<file path="src/rtl/regfile_pkg.sv">
// Shared map constants and helpers for the memory-mapped register file.
// Channel names follow the board wiring of the default input window.
package regfile_pkg;

   localparam int DEF_IN_BASE  = 1;
   localparam int DEF_OUT_BASE = 11;
   localparam int DEF_NUM_OUT  = 4;

   typedef enum int {
      CH_UP    = 0,
      CH_DOWN  = 1,
      CH_LEFT  = 2,
      CH_RIGHT = 3,
      CH_DEMO  = 4,
      CH_DEMO2 = 5
   } in_channel_e;

   function automatic int clog2(input int n);
      int r;
      r = 0;
      while ((1 << r) < n) r++;
      return r;
   endfunction

endpackage

</file>
<file path="src/rtl/io_sync_channel.sv">
// One board input channel: two-flop synchroniser, rising-edge detect and an
// optional sticky flag that software clears by writing the channel's register.
module io_sync_channel #(
   parameter bit STICKY = 1'b1
) (
   input  logic clock,
   input  logic ctrl_reset,
   input  logic hw_in,
   input  logic clr,
   output logic value,
   output logic pending
);

   logic s1_q, s1_d;
   logic s2_q, s2_d;
   logic flag_q, flag_d;
   logic rise;

   always_comb begin
      s1_d   = hw_in;
      s2_d   = s1_q;
      rise   = s1_q & ~s2_q;
      flag_d = flag_q;
      if (clr)  flag_d = 1'b0;
      // A rise in the same cycle as a clear must not be lost.
      if (rise) flag_d = 1'b1;
   end

   always_ff @(posedge clock) begin
      if (ctrl_reset) begin
         s1_q   <= 1'b0;
         s2_q   <= 1'b0;
         flag_q <= 1'b0;
      end else begin
         s1_q   <= s1_d;
         s2_q   <= s2_d;
         flag_q <= flag_d;
      end
   end

   assign value   = STICKY ? flag_q : s2_q;
   assign pending = STICKY ? flag_q : 1'b0;

endmodule

</file>
<file path="src/rtl/mmio_regfile.sv">
// Register file with two combinational read ports, one write port, r0 tied to
// zero, a window of board-input registers and a window exported to hw_out.
module mmio_regfile
   import regfile_pkg::*;
#(
   parameter int                 DATA_WIDTH  = 32,
   parameter int                 NUM_REGS    = 32,
   parameter int                 IN_BASE     = DEF_IN_BASE,
   parameter int                 NUM_IN      = 6,
   parameter logic [NUM_IN-1:0]  STICKY_MASK = 6'b001111,
   parameter int                 OUT_BASE    = DEF_OUT_BASE,
   parameter int                 NUM_OUT     = DEF_NUM_OUT,
   parameter bit                 BYPASS      = 1'b1,
   localparam int                AW          = clog2(NUM_REGS)
) (
   input  logic                          clock,
   input  logic                          ctrl_reset,
   input  logic                          ctrl_writeEnable,
   input  logic [AW-1:0]                 ctrl_writeReg,
   input  logic [DATA_WIDTH-1:0]         data_writeReg,
   input  logic [AW-1:0]                 ctrl_readRegA,
   input  logic [AW-1:0]                 ctrl_readRegB,
   output logic [DATA_WIDTH-1:0]         data_readRegA,
   output logic [DATA_WIDTH-1:0]         data_readRegB,
   input  logic [NUM_IN-1:0]             hw_in,
   output logic [NUM_OUT*DATA_WIDTH-1:0] hw_out,
   output logic                          event_pending
);

   if (NUM_REGS < 8 || (1 << AW) != NUM_REGS) begin : g_bad_size
      $error("NUM_REGS must be a power of two and at least 8");
   end
   if (IN_BASE < 1 || OUT_BASE < 1 || IN_BASE + NUM_IN > NUM_REGS ||
       OUT_BASE + NUM_OUT > NUM_REGS) begin : g_bad_range
      $error("I/O windows must exclude r0 and fit inside the register file");
   end
   if (IN_BASE < OUT_BASE + NUM_OUT && OUT_BASE < IN_BASE + NUM_IN) begin : g_bad_overlap
      $error("input and output windows overlap");
   end

   function automatic logic is_plain(input logic [AW-1:0] idx);
      int v;
      v = int'(idx);
      return (v != 0) && !(v >= IN_BASE && v < IN_BASE + NUM_IN);
   endfunction

   logic [NUM_REGS-1:0][DATA_WIDTH-1:0] regs_q, regs_d;
   logic [NUM_IN-1:0]                   ch_val, ch_pend, ch_clr;
   logic                                wr_plain;

   assign wr_plain = ctrl_writeEnable && is_plain(ctrl_writeReg);

   for (genvar i = 0; i < NUM_IN; i++) begin : g_ch
      assign ch_clr[i] = ctrl_writeEnable && (ctrl_writeReg == AW'(IN_BASE + i));
      io_sync_channel #(.STICKY(STICKY_MASK[i])) u_ch (
         .clock      (clock),
         .ctrl_reset (ctrl_reset),
         .hw_in      (hw_in[i]),
         .clr        (ch_clr[i]),
         .value      (ch_val[i]),
         .pending    (ch_pend[i])
      );
   end

   // Only plain storage ever loads; r0 and input slots stay at their reset zero.
   always_comb begin
      regs_d = regs_q;
      if (wr_plain) regs_d[ctrl_writeReg] = data_writeReg;
   end

   always_ff @(posedge clock) begin
      if (ctrl_reset) regs_q <= '0;
      else            regs_q <= regs_d;
   end

   always_comb begin
      data_readRegA = regs_q[ctrl_readRegA];
      data_readRegB = regs_q[ctrl_readRegB];
      if (BYPASS && wr_plain) begin
         if (ctrl_readRegA == ctrl_writeReg) data_readRegA = data_writeReg;
         if (ctrl_readRegB == ctrl_writeReg) data_readRegB = data_writeReg;
      end
      for (int i = 0; i < NUM_IN; i++) begin
         if (ctrl_readRegA == AW'(IN_BASE + i))
            data_readRegA = {{(DATA_WIDTH-1){1'b0}}, ch_val[i]};
         if (ctrl_readRegB == AW'(IN_BASE + i))
            data_readRegB = {{(DATA_WIDTH-1){1'b0}}, ch_val[i]};
      end
   end

   for (genvar j = 0; j < NUM_OUT; j++) begin : g_out
      assign hw_out[j*DATA_WIDTH +: DATA_WIDTH] = regs_q[OUT_BASE + j];
   end

   assign event_pending = |ch_pend;

endmodule

</file>
<file path="config.mk">
export PLATFORM = sky130hd
export DESIGN_NAME = mmio_regfile
export DESIGN_NICKNAME = d
export VERILOG_FILES = /design/src/rtl/regfile_pkg.sv /design/src/rtl/io_sync_channel.sv /design/src/rtl/mmio_regfile.sv
export SDC_FILE = /design/constraint.sdc
export NUM_CORES = 2
export LEC_CHECK = 0
export BUFFER_PORTS_ARGS = -buffer_cell sky130_fd_sc_hd__buf_2
export CORE_MARGIN = 4
export CORE_UTILIZATION = 50
export DETAILED_ROUTE_END_ITERATION = 7
export PLACE_DENSITY = 0.76
export SYNTH_ARGS = -nofsm -noshare
export SYNTH_HDL_FRONTEND = slang
export SYNTH_SLANG_ARGS = --single-unit
</file>
<file path="constraint.sdc">
create_clock -name clock -period 2.5 [get_ports clock]
set_input_delay 0.25 -clock clock [delete_from_list [all_inputs] [get_ports clock]]
set_output_delay 0.25 -clock clock [all_outputs]
set_load 0.05 [all_outputs]
</file>
Word level (Yosys, flattened, before mapping)
Index checks and enable logic that the tools add are counted. W data, S select, Z words.

Magnitude comparators: 6. Equality and inequality tests: 18. Multiplexer cells: 31. Bitwise operators: 8. Reductions and logical operators: 15.

Operators with widths (number): $bwmux W1024 (1); $mux W32 (19); $bmux W32 S5 (2); $demux W32 S5 (1); $eq A5 B3 Y1 const B (7); $eq A5 B2 Y1 const B (6); $lt A5 B6 Y1 const B (3); $eq A5 B1 Y1 const B (3); $eq A5 B5 Y1 (2); $ge A5 B1 Y1 const B (2); $logic_and A1 B1 Y1 (8); $mux W1 (8); $reduce_bool A2 Y1 (4); $lt A5 B3 Y1 const B (1); $reduce_bool A5 Y1 (1); $and A1 B1 Y1 (4); $not A1 Y1 (4); $reduce_or A4 Y1 (1); $logic_not A1 Y1 (1).

Flip-flop bits (word level): 1040. Bits of input ports: 56. Output and inout bits: 193. Word-level logic and storage cells: 126.

Depth between registers and ports, before layout
Depth in word-level cells: 12. Gate-level depth with buffers: 9. Gate-level depth less buffers: 5.

By module
A second synthesis with hierarchy kept.

Cell total of the unflattened synthesis: 5532. Area, all modules: 51540.7 um^2.

Modules (own cells, without submodules): mmio_regfile (instances 1, cells each 5484, area each 50967.6 um^2, seq. area each 20499.7 um^2); io_sync_channel at g_ch[0].u_ch ... (instances 4, cells each 9, area each 111.4 um^2, seq. area each 60.1 um^2); io_sync_channel at g_ch[4].u_ch ... (instances 2, cells each 6, area each 63.8 um^2, seq. area each 40.0 um^2).

Worst setup path before layout
No wires, ideal clock.

Path kind: input to output. Start: input ctrl_readRegA[2]. End: output data_readRegA[0]. Arrival: 2.735 ns. Data required time: 2.250 ns. Setup slack: -0.485 ns. Cell stages on the path: 7. Path buffers: 3. Cells stage by stage: buf_2 buf_4 buf_4 or3b_1 a21oi_1 and3b_1 a211oi_1.

Word-level cells in the longest chain between the ends: 10. Elaborated cells between the ends (all ways): 17. Classes of those cells: eq/ne (7); mux (10).

RTL lines: start: declaration (line mmio_regfile.sv:21) `input logic [AW-1:0] ctrl_readRegA,`; $bmux W32 S5 (line mmio_regfile.sv:77) `data_readRegA = regs_q[ctrl_readRegA];`; $mux W32 (implied by the code) (line mmio_regfile.sv:77); $mux W32 (line mmio_regfile.sv:80) `if (ctrl_readRegA == ctrl_writeReg) data_readRegA = data_writeReg;`; $mux W32 (line mmio_regfile.sv:79) `if (BYPASS && wr_plain) begin`; $mux W32 (5 in a row) (line mmio_regfile.sv:84) `if (ctrl_readRegA == AW'(IN_BASE + i))`; $mux W32 * (line mmio_regfile.sv:84); end: declaration (line mmio_regfile.sv:23) `output logic [DATA_WIDTH-1:0] data_readRegA,`.

Mark *: on every way between the ends. The rest lies on a longest branch, timed or not. The select of a mux whose other input is x is not followed.

Worst setup path in the final report
Start: register regs_q[864] (netlist bit). End: output data_readRegA[0].

Word-level cells in the longest chain between the ends: 10.

RTL lines: start: declaration (line mmio_regfile.sv:47) `logic [NUM_REGS-1:0][DATA_WIDTH-1:0] regs_q, regs_d;`; start signal: assignment (line mmio_regfile.sv:73) `else regs_q <= regs_d;`; $bmux W32 S5 * (line mmio_regfile.sv:77); $mux W32 (implied by the code) * (line mmio_regfile.sv:77); $mux W32 (line mmio_regfile.sv:80); $mux W32 * (line mmio_regfile.sv:79); $mux W32 * (6 in a row) (line mmio_regfile.sv:84).

Marked as above.

==> impl_metrics.tcl <==
set metrics [dict create \
    cp.arrival_ns 2.78 \
    r2r-end "hw_out[50]" \
    remaining_drc_errors 0 \
    reg2regPathDepth 3 \
    h-tree-depth 3 \
    grt_remaining_overflow 0 \
    clock-sinks 1040 \
    startpoint_type "flop" \
    synth.most_common_cell "nand2_1" \
    multi_input_area_um2 29410 \
    antenna_found_initial 7 \
    vias 48799 \
    synth.distinct_cells 59 \
    port_buffers 248 \
    setup_ws_ns -0.5272 \
    max-vdd-ir-drop_mv 0.6185 \
    cts_buffer_depth 3 \
    avgViaCountPerCell 6.657 \
    crit_fanout 3 \
    root_buffer "clkbuf_16" \
    synthesis.area_um2 52330 \
    final_util 0.6133 \
    wirelength_um 198900 \
    fin_nets 5924 \
    yosysTopAreaCell "dfxtp_1" \
    die_y_um 331.5 \
    synth_edf_count 0 \
    yosys_warnings 0 \
    period_needed_ns 3.027 \
    boundaryPins 249 \
    clk_pin_slew_ns 0.07 \
    core_area_um2 103800 \
    maxCapViolCount 0 \
    numCtsBuffers 101 \
    total_power_mw 37.51 \
    wire_per_inst_um 27.13 \
    synth.area.top_cells "dfxtp_1 (40%), mux4_2 (21%), nand2_1 (12%)" \
    worstHoldStart "data_writeReg[13]" \
    violations "negative setup slack" \
    skew_ns 0.008334 \
    grt_start_max_net_pins 102 \
    rsz0062_at_grt "yes" \
    dp_hpwl_um 123600 \
    hold_viol 0 \
    worstPathRequired_ns 2.25 \
    end_kind "output pin" \
    ys.flop_type "dfxtp_1" \
    ff2ff_setup_slack_ns 1.25 \
    powerDensity_nw_per_um2 589.3 \
    syn_avg_cell_area_um2 9.251 \
    leakagePower_nw 22.52 \
    dr.pass1.iters 8 \
    grt_first_pass_wirelength_um 293300 \
    drive_gt1_frac 0.3172 \
    place_congestion 0.9542 \
    antenna_left 0 \
    synth_common_cells "nand2_1 (1705), dfxtp_1 (1040), a21oi_1 (813)" \
    final.setup.tns_ns -11.33 \
    worst_pin_slew_ns 0.7835 \
    timing.fmax_mhz 330.3 \
    regArea_um2 21170 \
    min_path_cells 3 \
    r2r_start "hw_out[50]" \
    fillers 7639 \
    synth_seq_area_share 0.3978 \
    grt_pass1_vias 47953 \
    rows 118 \
    status "finished with violations" \
    ys_ff_latch 1040 \
    dieArea_um2 109900 \
    async_flop_share 0 \
    tritoncts "done" \
    holdPathEnd "hw_out[45]" \
    worst_slew_margin_rel 0.4777 \
    initial_utilization 0.5042 \
    track_usage 0.3442 \
    synth_top_area_share 0.3978 \
    insertion_delay_ns 0.69 \
    slew_violations 0 \
    path_class "reg -> out" \
    syn-num-nets 5713 \
    post-route-period-util 1.211 \
    syn_inst 5657 \
    drtIter0Drc 8155 \
    hold_class "in -> reg" \
    setup_violations 62 \
    die_w_um 331.5 \
    syn_to_final_growth_pct 21.63 \
]
[area by class of cell]
type / count / area share
Clock buffer: 148 / 0.04806
Clock inverter: 35 / 0.008905
Antenna cell: 2 / 0.00007863
Inverter: 35 / 0.002752
Sequential cell: 1040 / 0.3326
Timing Repair Buffer: 810 / 0.1185
Tap cell: 1380 / 0.02713
Multi-Input combinational cell: 3880 / 0.4620
[power breakdown]
part | internal [mW] | switching [mW]
registers | 16.6 | 0.0801
logic | 1.44 | 2.47
clock network | 9.99 | 6.88
total | 28.1 | 9.43
[layout by cell type, fill, tap and decap left out, types with 122 or more instances in the layout]
cell     instances
dfxtp_1        792
nand2_1       1700
buf_4          408
buf_12         122
dfxtp_2        233
mux4_2         492
a21oi_1        810
mux2i_1        138
nor2b_1        238
buf_2          176
[cell families (layout without fill, tap and decap cells)]
group | after synthesis | in the layout | share of synthesized area
and+or+nand+nor | 2083 | 2083 | 0.1644
muxes | 672 | 672 | 0.2476
AOI/OAI and AO/OA | 1115 | 1115 | 0.1209
other | 0 | 2 | 0
DFF | 1040 | 1040 | 0.3978
buffers and inverters | 737 | 1028 | 0.06752
xor gates and xnor gates | 10 | 10 | 0.001674
[flip-flops by register name, summed over array words and instances, names as in the netlist]
register           count
regs_q               896
hw_out               128
g_ch.u_ch.pending      4
g_ch.u_ch.value        2
g_ch.u_ch.s1_q         6
g_ch.u_ch.s2_q         4
[worst max path at each step]
stage,start,to,cells after the start
after floorplan,ctrl_readRegB[0],data_readRegB[10],9
after global placement,ctrl_readRegB[0],data_readRegB[19],8
after detailed placement,ctrl_readRegB[0],data_readRegB[19],8
after CTS,regs_q[864],data_readRegA[0],6
after global routing,regs_q[864],data_readRegA[0],6
final,regs_q[864],data_readRegA[0],6
[per-layer routing]
| layer | vias up | global-route usage | wire [um] |
|---|---|---|---|
| li1 | 20034 | - | - |
| met1 | 23294 | 0.4284 | 66680 |
| met2 | 4349 | 0.5023 | 83950 |
| met3 | 1114 | 0.1162 | 31650 |
| met4 | 8 | 0.2436 | 16560 |
| met5 | - | 0 | 57 |
[critical path: stages (launching register included)]
cell and delay, ns:
dfxtp_1 0.34, mux4_1 0.51, mux4_2 0.50, mux2_4 0.29
nor4_4 0.14, a211oi_2 0.12, buf_6 0.20
[through the flow]
step	hold WS, ns	cells	area [um2]	worst slack, ns
2_1_floorplan	0.3782	5657	52500	-0.1350
3_3_place_gp	0.4270	7011	57140	-0.3108
3_5_place_dp	0.4482	7011	57140	-0.3147
4_1_cts	0.007166	7315	63190	-0.5219
5_1_grt	0.05676	7329	63650	-0.5793
6_report	0.05162	7330	63650	-0.5272
[what timing repair did]
action                                  CTS  global route
gates resized for setup                 448           107
hold buffers                             34             0
pin swaps                               128            50
endpoints found under the hold margin   205             0
endpoints found under the setup margin   63            64
buffers inserted                         89            14
(Power assumes the default switching activity.)
